$ cat src/rtl/stream_demux.sv
// stream_demux: routes one input stream to one of CHANNELS one-entry output registers, fixed (sel) or round-robin.
// Optional build macro STREAM_DEMUX_CNT_EN adds per-channel 16-bit saturating transfer counters and port cnt_out.
module stream_demux #(
   parameter int WIDTH = 8,
   parameter int CHANNELS = 8,
   localparam int SEL_W = (CHANNELS > 2) ? $clog2(CHANNELS) : 1
) (
   input  logic                      clk,
   input  logic                      rst,
   input  logic [WIDTH-1:0]          in_data,
   input  logic                      in_valid,
   output logic                      in_ready,
   input  logic [SEL_W-1:0]          sel,
   input  logic                      mode,
   output logic [CHANNELS*WIDTH-1:0] out_data,
   output logic [CHANNELS-1:0]       out_valid,
   input  logic [CHANNELS-1:0]       out_ready,
   output logic [SEL_W-1:0]          cur_ch
`ifdef STREAM_DEMUX_CNT_EN
   ,output logic [15:0]              cnt_out
`endif
);
   logic [SEL_W-1:0] ptr;
   logic [SEL_W-1:0] target;
   logic             xfer;
   assign target = mode ? ptr : sel;
   assign cur_ch = target;
   assign xfer = in_valid & in_ready;
   // a target index outside the channel range matches no channel, so in_ready stays 0
   always_comb begin
      in_ready = 1'b0;
      for (int k = 0; k < CHANNELS; k++)
         if (SEL_W'(k) == target) in_ready = ~out_valid[k] | out_ready[k];
   end
   always_ff @(posedge clk or posedge rst) begin
      if (rst) begin
         ptr       <= '0;
         out_valid <= '0;
         out_data  <= '0;
      end else begin
         ptr <= !mode ? sel : !xfer ? ptr : (ptr == SEL_W'(CHANNELS - 1)) ? '0 : ptr + SEL_W'(1);
         for (int k = 0; k < CHANNELS; k++) begin
            if (xfer && SEL_W'(k) == target) begin
               out_valid[k]                <= 1'b1;
               out_data[k*WIDTH +: WIDTH]  <= in_data;
            end else if (out_ready[k]) begin
               out_valid[k] <= 1'b0;
            end
         end
      end
   end
`ifdef STREAM_DEMUX_CNT_EN
   logic [15:0] cnt [CHANNELS];
   always_ff @(posedge clk or posedge rst) begin
      if (rst) begin
         for (int k = 0; k < CHANNELS; k++) cnt[k] <= '0;
      end else begin
         for (int k = 0; k < CHANNELS; k++)
            if (xfer && SEL_W'(k) == target && cnt[k] != 16'hFFFF) cnt[k] <= cnt[k] + 16'd1;
      end
   end
   always_comb begin
      cnt_out = '0;
      for (int k = 0; k < CHANNELS; k++)
         if (SEL_W'(k) == cur_ch) cnt_out = cnt[k];
   end
`endif
endmodule

$ cat config.mk
export PLATFORM = sky130hd
export DESIGN_NAME = stream_demux
export DESIGN_NICKNAME = d
export VERILOG_FILES = /design/src/rtl/stream_demux.sv
export SDC_FILE = /design/constraint.sdc
export NUM_CORES = 1
export LEC_CHECK = 0
export CAP_MARGIN = 20
export CELL_PAD_IN_SITES_DETAIL_PLACEMENT = 1
export CELL_PAD_IN_SITES_GLOBAL_PLACEMENT = 1
export CORE_ASPECT_RATIO = 0.9
export CORE_MARGIN = 1
export CORE_UTILIZATION = 37
export DETAILED_ROUTE_END_ITERATION = 6
export PLACE_DENSITY = 0.8
export SLEW_MARGIN = 20
export SYNTH_ARGS = -nofsm -noshare
export SYNTH_HDL_FRONTEND = slang
export SYNTH_SLANG_ARGS = --single-unit
$ cat constraint.sdc
create_clock -name clk -period 3.6 [get_ports clk]
set_clock_uncertainty 0.1 [all_clocks]
set_input_delay 0.72 -clock clk [delete_from_list [all_inputs] [get_ports clk]]
set_output_delay 0.72 -clock clk [all_outputs]
set_load 0.005 [all_outputs]
==> summary.txt <==
Status
  • Outcome: complete, no violations

Floorplan
  • Num ports: 99
  • Core area: 8220 um^2
  • Die area: 9050 um^2
  • Die Ht: 90.4 um
  • Starting density of the core: 0.390
  • Site Rows: 31
  • Die width: 100 um

Cells and area
  • Antenna diode instance count: 0
  • Most frequent cells in the layout: clkdlybuf4s50_1, dfrtp_1, mux2_2, buf_4, nand2_1
  • Share of layout cells above drive strength 1: 0.352
  • Area grow syn2layout: 49.8%
  • Post-route cell area: 4810 um^2
  • Post-layout nets: 386
  • Fillcell total: 846
  • Most common cell after layout, fill and taps aside: clkdlybuf4s50_1

Drt
  • Post-route ant nets: 0
  • Met2 wire len: 4440 um
  • Initial drt markers: 67
  • First-pass DRT Iterations: 4
  • Detailed-route wire length per cell: 19.2 um
  • Via count: 2396
  • Via density: 4.98
  • Metal1 wirelength: 4010 um
  • Final WL: 9220 um
  • Max layer used: met4
  • Met3 WL: 678 um
  • Post-route DRC: 0

Yosys
  • Synth Register Bits: 75
  • Ys Warns: 0
  • Post-Syn Area: 3210 um^2
  • Syn nets: 253
  • Post-synth ARST share: 1.00
  • Library cells used by synthesis: 44
  • Post-Syn Area per Cell: 14.1 um^2
  • Sequential-to-total area share from yosys stat: 0.585
  • Number of synthesized flops with an enable pin: 0
  • Synth Instances: 228
  • Most used DFF post-synth: dfrtp_1

Timing
  • Relative slew slack: 0.564
  • Worst Max-Slew Pin Slew: 653 ps
  • Tmin final: 3540 ps
  • Fin. Hold Viols: 0
  • Slew Viols, Final: 0
  • Fmax: 282 MHz
  • Hold Slack: 408 ps
  • Worst Setup Slack, final: 58.1 ps
  • Final worst path period share: 0.984
  • Final setup violation count: 0

Worst setup path
  • CP startpoint: mode
  • Flop2flop setup slack: 1000 ps
  • Worst setup SP type: input port
  • Maximum fanout along the worst path: 5
  • RR Startpoint: ptr[2]
  • CP arrival: 2720 ps
  • CP Data Required Time: 2780 ps
  • Setup crit end kind: primary output
  • Reg2reg end: out_data[4]
  • Capture point of the critical path: in_ready
  • Setup CP Type: in -> out
  • FF-to-FF path depth: 8

Placement
  • Dpl ws: -204 ps
  • DP Area: 4510 um^2
  • # port buffers: 98
  • Final GP Congestion: 0.841
  • Hpwl dp: 6700 um

Global routing
  • Largest net degree at the start of global routing: 30
  • Total GRT Usage: 0.219
  • Global-route wire length before repair: 15100 um
  • Vias in the first global route: 2695
  • Initial antenna violation count: 0
  • Total grt overflow: 0

Clock network
  • Htree depth: 3
  • TritonCTS clock tree: done
  • Root buf cell: clkbuf_8
  • CTS Buf Count: 9
  • Clock sink count: 75
  • CTS Hold Bufs: 0
  • Clock transition at path regs: 80 ps
  • Clk_lat worst skew: 340 ps
  • CTS max path bufs: 2

Worst hold path
  • Min-Delay Path Class: reg -> reg

Pwr
  • PD cells: 783 nW/um^2
  • Leakage: 2.07 nW
  • VDD IR max: 0.000400 V

Job
  • Max-Cap Viols: 0
-- per-layer routing --
metal,global-route usage,up-vias
met3,0.0805,8
met4,0.0556,0
li1,-,1091
met2,0.351,82
met1,0.278,1215
met5,0,-
-- worst max-delay path, cell delays in order --
cell,delay (ps)
clkdlybuf4s50_1,480
buf_6,150
mux2i_4,240
inv_2,70
and4_2,240
or3_4,400
nor2_1,100
o21bai_1,80
dlygate4sd2_1,260
-- flip-flops by register name, summed over array words and instances (netlist names) --
signal     flops
out_valid      8
ptr            3
out_data      64
-- area by class of cell --
cell class | count | area [um^2] | share of cell area
sequential | 75 | 1880 | 0.390
inverter | 8 | 30.0 | 0.00625
multi-input combinational | 139 | 1300 | 0.271
tap | 115 | 144 | 0.0299
timing repair buffer | 128 | 1210 | 0.251
clock inverter | 7 | 123 | 0.0255
clock buffer | 9 | 124 | 0.0258
-- timing repair --
item | 4_1_cts | 5_1_grt
endpoints found under the setup margin | 1 | 1
resized for setup | 4 | 4
buffers inserted | 2 | 1
-- through the flow --
step | cells | total power (W) | setup TNS (ps) | utilization
after floorplan | 228 | 0.00193 | 0 | -
after global placement | 462 | 0.00290 | -87.1 | 0.548
after detailed placement | 462 | 0.00296 | -204 | 0.548
after CTS | 480 | 0.00380 | 0 | 0.581
after global routing | 481 | 0.00397 | -7.36 | 0.585
final | 481 | 0.00376 | 0 | 0.585
-- logic make-up after synthesis --
kind of cell,synth area share
AO/OA/AOI/OAI,0.0632
adder cells (fa/ha/maj),0.00780
buffers and inverters,0.0191
flip-flops,0.585
multiplexers,0.245
AND/OR/NAND/NOR,0.0803
-- report_power, final --
group          internal, W  switching (W)
clock network     0.000465       0.000337
logic              0.00104       0.000491
registers          0.00122       0.000214
-- how the worst min path moves through the flow --
stage	slack (ps)	startpoint	to	depth (start not counted)
finish	410	out_data[41]	out_data[41]	1
global route	430	out_data[7]	out_data[7]	1
CTS	410	out_data[41]	out_data[41]	1
detailed placement	390	out_data[0]	out_data[0]	1
global placement	390	out_data[8]	out_data[8]	1
floorplan	380	out_valid[0]	out_valid[0]	2
-- synth_stat cells, types with 3 or more instances --
cell      instances  share of area
dfrtp_1          75           0.58
mux2_2           66           0.23
nand2_1          10          0.012
inv_1             7         0.0082
nand2b_1          7          0.014
nor2_1            5         0.0058
a21oi_1           4         0.0062
clkbuf_1          4         0.0047
nand3_1           3         0.0047
nor2b_1           3         0.0058
o21ai_0           3         0.0047
(Power assumes the default switching activity.)
